--- src/rtl/counter_timer_ctrl_if.sv ---
// Command/status bundle between a command source and counter_timer_ctrl.
// master drives commands and config; slave (the controller) drives count and status.
interface counter_timer_ctrl_if #(
    parameter int unsigned WIDTH      = 4,
    parameter int unsigned PRESCALE_W = 4
);
    logic                  start;
    logic                  stop;
    logic                  pause;
    logic                  mode;
    logic [WIDTH-1:0]      limit;
    logic [PRESCALE_W-1:0] prescale;
    logic                  irq_ack;
    logic [WIDTH-1:0]      count;
    logic                  busy;
    logic                  irq;
    logic                  overrun;

    modport master (
        output start, stop, pause, mode, limit, prescale, irq_ack,
        input  count, busy, irq, overrun
    );

    modport slave (
        input  start, stop, pause, mode, limit, prescale, irq_ack,
        output count, busy, irq, overrun
    );
endinterface

--- src/rtl/counter_timer_ctrl.sv ---
// Programmable one-shot/periodic timer with sticky irq and overrun flags.
// Define COUNTER_TIMER_CTRL_PRESCALE_EN to enable the prescaler; otherwise every RUN cycle ticks.
module counter_timer_ctrl #(
    parameter int unsigned WIDTH      = 4,
    parameter int unsigned PRESCALE_W = 4
) (
    input logic                clock,
    input logic                reset,
    counter_timer_ctrl_if.slave bus
);
    typedef enum logic [1:0] {StIdle, StRun, StPaused} state_e;

    localparam logic [WIDTH-1:0] CountOne = 1;

    state_e           state_q, state_d;
    logic [WIDTH-1:0] count_q, count_d;
    logic [WIDTH-1:0] limit_q, limit_d;
    logic             mode_q, mode_d;
    logic             irq_q, irq_d;
    logic             overrun_q, overrun_d;
    logic             adv;
    logic             term;

`ifdef COUNTER_TIMER_CTRL_PRESCALE_EN
    localparam logic [PRESCALE_W-1:0] PcOne = 1;

    logic [PRESCALE_W-1:0] pc_q, pc_d;
    logic [PRESCALE_W-1:0] prescale_q, prescale_d;
`else
    logic unused_prescale;
    assign unused_prescale = ^bus.prescale;
`endif

    always_comb begin
        state_d   = state_q;
        count_d   = count_q;
        limit_d   = limit_q;
        mode_d    = mode_q;
        irq_d     = irq_q;
        overrun_d = overrun_q;
        adv       = 1'b0;
        term      = 1'b0;
`ifdef COUNTER_TIMER_CTRL_PRESCALE_EN
        pc_d       = pc_q;
        prescale_d = prescale_q;
`endif
        if (bus.stop) begin
            state_d = StIdle;
`ifdef COUNTER_TIMER_CTRL_PRESCALE_EN
            pc_d = '0;
`endif
        end else if (bus.start) begin
            state_d = StRun;
            count_d = '0;
            limit_d = bus.limit;
            mode_d  = bus.mode;
`ifdef COUNTER_TIMER_CTRL_PRESCALE_EN
            pc_d       = '0;
            prescale_d = bus.prescale;
`endif
        end else begin
            case (state_q)
                StRun: begin
                    if (bus.pause) begin
                        state_d = StPaused;
                    end else begin
`ifdef COUNTER_TIMER_CTRL_PRESCALE_EN
                        if (pc_q == prescale_q) begin
                            pc_d = '0;
                            adv  = 1'b1;
                        end else begin
                            pc_d = pc_q + PcOne;
                        end
`else
                        adv = 1'b1;
`endif
                        if (adv) begin
                            if (count_q == limit_q) begin
                                term = 1'b1;
                                // one-shot parks at limit; periodic wraps to 0
                                if (mode_q) count_d = '0;
                                else        state_d = StIdle;
                            end else begin
                                count_d = count_q + CountOne;
                            end
                        end
                    end
                end
                StPaused: if (!bus.pause) state_d = StRun;
                StIdle:   ;
                default:  state_d = StIdle;
            endcase
        end

        // A terminal event keeps irq set even when acknowledged in the same cycle.
        if (term) begin
            irq_d = 1'b1;
            if (bus.irq_ack)  overrun_d = 1'b0;
            else if (irq_q)   overrun_d = 1'b1;
        end else if (bus.irq_ack) begin
            irq_d     = 1'b0;
            overrun_d = 1'b0;
        end
    end

    always_ff @(posedge clock) begin
        if (reset) begin
            state_q   <= StIdle;
            count_q   <= '0;
            limit_q   <= '0;
            mode_q    <= 1'b0;
            irq_q     <= 1'b0;
            overrun_q <= 1'b0;
`ifdef COUNTER_TIMER_CTRL_PRESCALE_EN
            pc_q       <= '0;
            prescale_q <= '0;
`endif
        end else begin
            state_q   <= state_d;
            count_q   <= count_d;
            limit_q   <= limit_d;
            mode_q    <= mode_d;
            irq_q     <= irq_d;
            overrun_q <= overrun_d;
`ifdef COUNTER_TIMER_CTRL_PRESCALE_EN
            pc_q       <= pc_d;
            prescale_q <= prescale_d;
`endif
        end
    end

    assign bus.count   = count_q;
    assign bus.busy    = (state_q != StIdle);
    assign bus.irq     = irq_q;
    assign bus.overrun = overrun_q;
endmodule
--- src/flat_wrapper.sv ---
// flat-port wrapper written by rule: the top's interface ports become plain ports
module counter_timer_ctrl_flat 
#(
    parameter int unsigned WIDTH      = 4,
    parameter int unsigned PRESCALE_W = 4
)
  (clock, reset, bus_start, bus_stop, bus_pause, bus_mode, bus_limit, bus_prescale, bus_irq_ack, bus_count, bus_busy, bus_irq, bus_overrun);
  counter_timer_ctrl_if #(.WIDTH(WIDTH), .PRESCALE_W(PRESCALE_W)) bus_i ();
  input logic clock;
  input logic reset;
  input wire logic [$bits(bus_i.start)-1:0] bus_start;
  input wire logic [$bits(bus_i.stop)-1:0] bus_stop;
  input wire logic [$bits(bus_i.pause)-1:0] bus_pause;
  input wire logic [$bits(bus_i.mode)-1:0] bus_mode;
  input wire logic [$bits(bus_i.limit)-1:0] bus_limit;
  input wire logic [$bits(bus_i.prescale)-1:0] bus_prescale;
  input wire logic [$bits(bus_i.irq_ack)-1:0] bus_irq_ack;
  output wire logic [$bits(bus_i.count)-1:0] bus_count;
  output wire logic [$bits(bus_i.busy)-1:0] bus_busy;
  output wire logic [$bits(bus_i.irq)-1:0] bus_irq;
  output wire logic [$bits(bus_i.overrun)-1:0] bus_overrun;
  assign bus_i.start = bus_start;
  assign bus_i.stop = bus_stop;
  assign bus_i.pause = bus_pause;
  assign bus_i.mode = bus_mode;
  assign bus_i.limit = bus_limit;
  assign bus_i.prescale = bus_prescale;
  assign bus_i.irq_ack = bus_irq_ack;
  assign bus_count = bus_i.count;
  assign bus_busy = bus_i.busy;
  assign bus_irq = bus_i.irq;
  assign bus_overrun = bus_i.overrun;
  counter_timer_ctrl #(.WIDTH(WIDTH), .PRESCALE_W(PRESCALE_W)) u_core (.clock(clock), .reset(reset), .bus(bus_i));
endmodule
--- config.mk ---
export PLATFORM = sky130hd
export DESIGN_NAME = counter_timer_ctrl_flat
export DESIGN_NICKNAME = d
export VERILOG_FILES = /design/src/rtl/counter_timer_ctrl_if.sv /design/src/rtl/counter_timer_ctrl.sv /design/src/flat_wrapper.sv
export SDC_FILE = /design/constraint.sdc
export NUM_CORES = 1
export LEC_CHECK = 0
export ABC_AREA = 1
export ABC_CLOCK_PERIOD_IN_PS = 3500
export BUFFER_PORTS_ARGS = -buffer_cell sky130_fd_sc_hd__buf_2
export CAP_MARGIN = 20
export CORE_MARGIN = 2
export CORE_UTILIZATION = 48
export CTS_CLUSTER_DIAMETER = 60
export CTS_CLUSTER_SIZE = 12
export DETAILED_ROUTE_END_ITERATION = 7
export PLACE_DENSITY_LB_ADDON = 0.1
export SETUP_SLACK_MARGIN = 0.15
export SYNTH_ARGS = -nofsm -noshare
export SYNTH_HDL_FRONTEND = slang
export SYNTH_SLANG_ARGS = --single-unit
--- constraint.sdc ---
create_clock -name clock -period 3.5 [get_ports clock]
set_clock_uncertainty 0.1 [all_clocks]
set_input_delay 0.525 -clock clock [delete_from_list [all_inputs] [get_ports clock]]
set_output_delay 0.525 -clock clock [all_outputs]
set_load 0.1 [all_outputs]
After elaboration in Yosys (flattened, before gate mapping)

Index checks and enable logic that the tools add are counted.

Flip-flop bits (word level): 13

Add/sub/neg operators: 1
Eq/ne operators: 12
Mux-type cells: 21
Bitwise operators: 2
Reductions and logical operators: 12

Operators by type and width:

| kind                                                   | count |
|---|---|
| two-way mux 4 bit                                      | 5 |
| AND reduction 4 bit                                    | 3 |
| two-way mux 1 bit                                      | 11 |
| two-way mux 2 bit                                      | 4 |
| nonzero test 2 bit                                     | 4 |
| inequality test 2 bit (second input constant)          | 3 |
| inequality test 3 x 2 -> 1 bit (second input constant) | 2 |
| inequality test 3 bit (second input constant)          | 2 |
| one-hot mux 2 bit (3 select lines)                     | 1 |
| adder 4 x 1 -> 4 bit (second input constant)           | 1 |
| equality test 4 bit                                    | 1 |
| inequality test 4 x 3 -> 1 bit (second input constant) | 1 |
| inequality test 4 bit (second input constant)          | 1 |
| AND reduction 2 bit                                    | 2 |
| OR reduction 3 bit                                     | 1 |
| equality test 2 x 1 -> 1 bit (second input constant)   | 1 |
| equality test 2 bit (second input constant)            | 1 |
| logical NOT 2 bit                                      | 1 |
| inverter 1 bit                                         | 2 |
| OR reduction 2 bit                                     | 1 |

Longest topological paths before layout

Depth after elaboration: 8
Mapped depth: 10
Gate-level depth less buffers: 10

Worst setup path after synthesis

Ideal clock, no wire load.

Path type: flip-flop to flip-flop
From: register u_core.count_q[3] (netlist: u_core.bus.count[3])
To: register u_core.count_q[0] (netlist: u_core.bus.count[0])
Setup time: 0.115 ns
Arrival time: 1.748 ns
Data required time: 3.285 ns
Path slack: 1.537 ns
Stages on the path, launching flop included: 10
Clock period less this slack: 1.963 ns
Path through: dfxtp_1 inv_1 nand2_1 nand2_1 nor2_4 nand2_1 nand2_1 nor2_1 a21oi_1 nor2_1

Word-level cells in the longest chain between the ends: 5
Elaborated cells on any way between the ends: 7
Classes of those cells: eq/ne: 2; mux: 4; reduce/logical: 1

Ends and longest elaborated chain:

| what                   | line                      | RTL |
|---|---|---|
| from (decl)            | counter_timer_ctrl.sv:16  | `logic [WIDTH-1:0] count_q, count_d;` |
| from (signal assigned) | counter_timer_ctrl.sv:120 | `count_q <= count_d;` |
| equality test 4 bit *  | counter_timer_ctrl.sv:78  | `if (count_q == limit_q) begin` |
| two-way mux 4 bit      | counter_timer_ctrl.sv:78  |  |
| two-way mux 4 bit      | counter_timer_ctrl.sv:64  | `if (bus.pause) begin` |
| two-way mux 4 bit      | counter_timer_ctrl.sv:62  | `case (state_q)` |
| two-way mux 4 bit      | counter_timer_ctrl.sv:52  | `end else if (bus.start) begin` |

Every way passes the cells marked *; elsewhere a longest branch is shown, timed or not. The select of a mux whose other input is x is not followed.
A chain may end at the register's enable or synchronous reset.

Worst setup path after layout

From: register u_core.count_q[2] (netlist: u_core.bus.count[2])
To: output port bus_count[2]

RTL lines:

| what      | line               | RTL |
|---|---|---|
| to (decl) | flat_wrapper.sv:18 | `output wire logic [$bits(bus_i.count)-1:0] bus_count;` |

No word-level cell between the ends.

==> reports/metrics.yaml <==
outcome: "complete, no violations"
numCtsBuffers: 3
synthArstFlopShare_pct: 0
yosys_warnings: 0
pre_cts_ws_ns: 1.910
clkLatencyLatePin_ns: 0.27
via_count: 653
cts_tree: "built"
cts_sinks: 13
tightest_slew_ns: 0.4879
initial_core_util_pct: 51.83
critical_path.max_fanout: 6
via_per_inst: 4.837
rows: 13
grt_max_degree: 17
gr-total-overflow: 0
hold_buffers: 0
final_antenna_net_count: 0
ir_drop_mv: 0.2228
critPathRequiredTime_ns: 2.87
syn_area_per_cell_sq_um: 6.744
clk_pin_slew_ns: 0.08
crit_slowest_cell: "buf_2"
yosysSeqAreaShare_pct: 38.59
avgRoutedWirePerCell_um: 8.896
maxCapViolCount: 0
synth_seq_cells: 13
worstSetupStartpointType: "register"
coreArea_sq_um: 1301
synthCells: 100
grt_pass1_vias: 492
yosysMostFrequentCell: "nand2_1"
drt_pre_antenna_iters: 4
synth_top_cell_area_share_pct: 38.59
path_delay_family: "buffers and inverters"
die_w_um: 41.49
slowest_delay_ns: 0.47
final_max_slew_viol_count: 0
ys_types: 18
antenna_found_initial: 0
worst-path-buf-inv: 1
grt_usage_pct: 15.10
fin_ws_ns: 1.683
finalSetupViolCount: 0
grt_setup_unrepaired: "false"
critPathKind: "register to output pin"
synthTopCellsByCount: "nand2_1 (22), dfxtp_1 (13), inv_1 (13), nor2_1 (13), a21oi_1 (8)"
fin_crit_sh_pct: 51.92
clockBufferDepth: 2
htreeDepth: 1
relSlewSlack_pct: 67.70
io_pins: 22
synth_top_cell_by_area: "dfxtp_1"
synth_area_leaders: "dfxtp_1 (39%), nand2_1 (12%), inv_1 (7.2%)"
dr.first_iter.drc_count: 12
min_period_ns: 1.817
wirelength_um: 1201
grt_pass1_wl_um: 2035
post_cts_resized: 0
cts-root-buf: "clkbuf_4"
routabilityCongestion: 0.7605
pwr_density_cell_nw_per_um2: 412.0
fin_util_pct: 61.44
syn2layout_area_growth_pct: 18.55
crit_chain: "buf_2"
cp.arrival_ns: 1.19
power_mw: 0.3294
chipHeight_um: 41.49
leakage_nw: 0.4006
nets: 137
cts_setup_buffers: 0
holdCritPathClass: "input port to register"
worstSetupEndpointType: "output pin"
port-buffer-count: 17
hold_viol: 0
max_clock_freq_mhz: 550.3
syn_area_sq_um: 674.4
setup-tns-final_ns: 0
drt_drc_violations_left: 0
layout-drive-gt1-share_pct: 25.00
synth_flop_cell: "dfxtp_1"
synth_enable_flop_cells: 0
hpwl_um: 925.3
syn-num-nets: 116
die-area_sq_um: 1721
diodes: 0
## logic make-up after synthesis
group | after synthesis | share of synthesized area, %
fa+ha+maj | 1 | 1.855
simple gates | 52 | 35.81
xor+xnor | 2 | 2.598
flops | 13 | 38.59
compound gates | 16 | 12.06
buf+inv | 16 | 9.091
## cells in the final DEF (no fill, tap or decap), drive strengths merged
cell type	Yosys	routed
nand2	26	26
buf	1	17
inv	15	15
nor2	15	15
dfxtp	13	13
a21oi	8	8
nand3	8	8
o21ai	7	7
clkbuf	0	4
xor2	2	2
nor3	1	1
or2	1	1
nor4	1	1
a31oi	1	1
ha	1	1
## sequential cells by signal (all words and copies together) (netlist names)
register and cells:
u_core.bus.irq 1, u_core.limit_q 4, u_core.bus.count 4, u_core.bus.overrun 1, u_core.mode_q 1, u_core.state_q 2
## area by class of cell
cell class              count  area [sq um]
fillers                   146         501.7
multi-input cells          71         352.8
flip-flops and latches     13         260.3
repair buffers             17         85.08
inverters                  15         56.30
clock buffers               4         26.28
well taps                  15         18.77
## layer usage
layer	share of wire (%)	vias up	wire length, um	GRT usage, %
met5	0	-	0	0
met4	1.2	0	14	9.677
met3	5.2	2	62	2.609
met2	46	15	558	23.13
met1	47	281	565	19.41
li1	-	355	-	-
## report_power, final
group / switching, mW / internal (mW)
clock network: 0.0469 / 0.0441
logic: 0.0552 / 0.0226
registers: 0.00577 / 0.155
## final timing paths
path                       startpoint                  end  slack (ns)  cells after the start
hold / removal              bus_start    u_core.state_q[1]        0.35                      2
hold reg to reg    u_core.bus.overrun   u_core.bus.overrun        0.37                      2
setup reg to reg  u_core.bus.count[1]  u_core.bus.count[2]        2.13                      9
setup / recovery  u_core.bus.count[2]         bus_count[2]        1.68                      1
## through the flow
stage / hold WS [ns] / cell area, sq um / instances
floorplan: 0.3433 / 674.4 / 100
global placement: 0.3490 / 773.2 / 131
detailed placement: 0.3585 / 773.2 / 131
CTS: 0.3380 / 799.5 / 135
global route: 0.3411 / 799.5 / 135
finish: 0.3504 / 799.5 / 135
(Power assumes the default switching activity.)
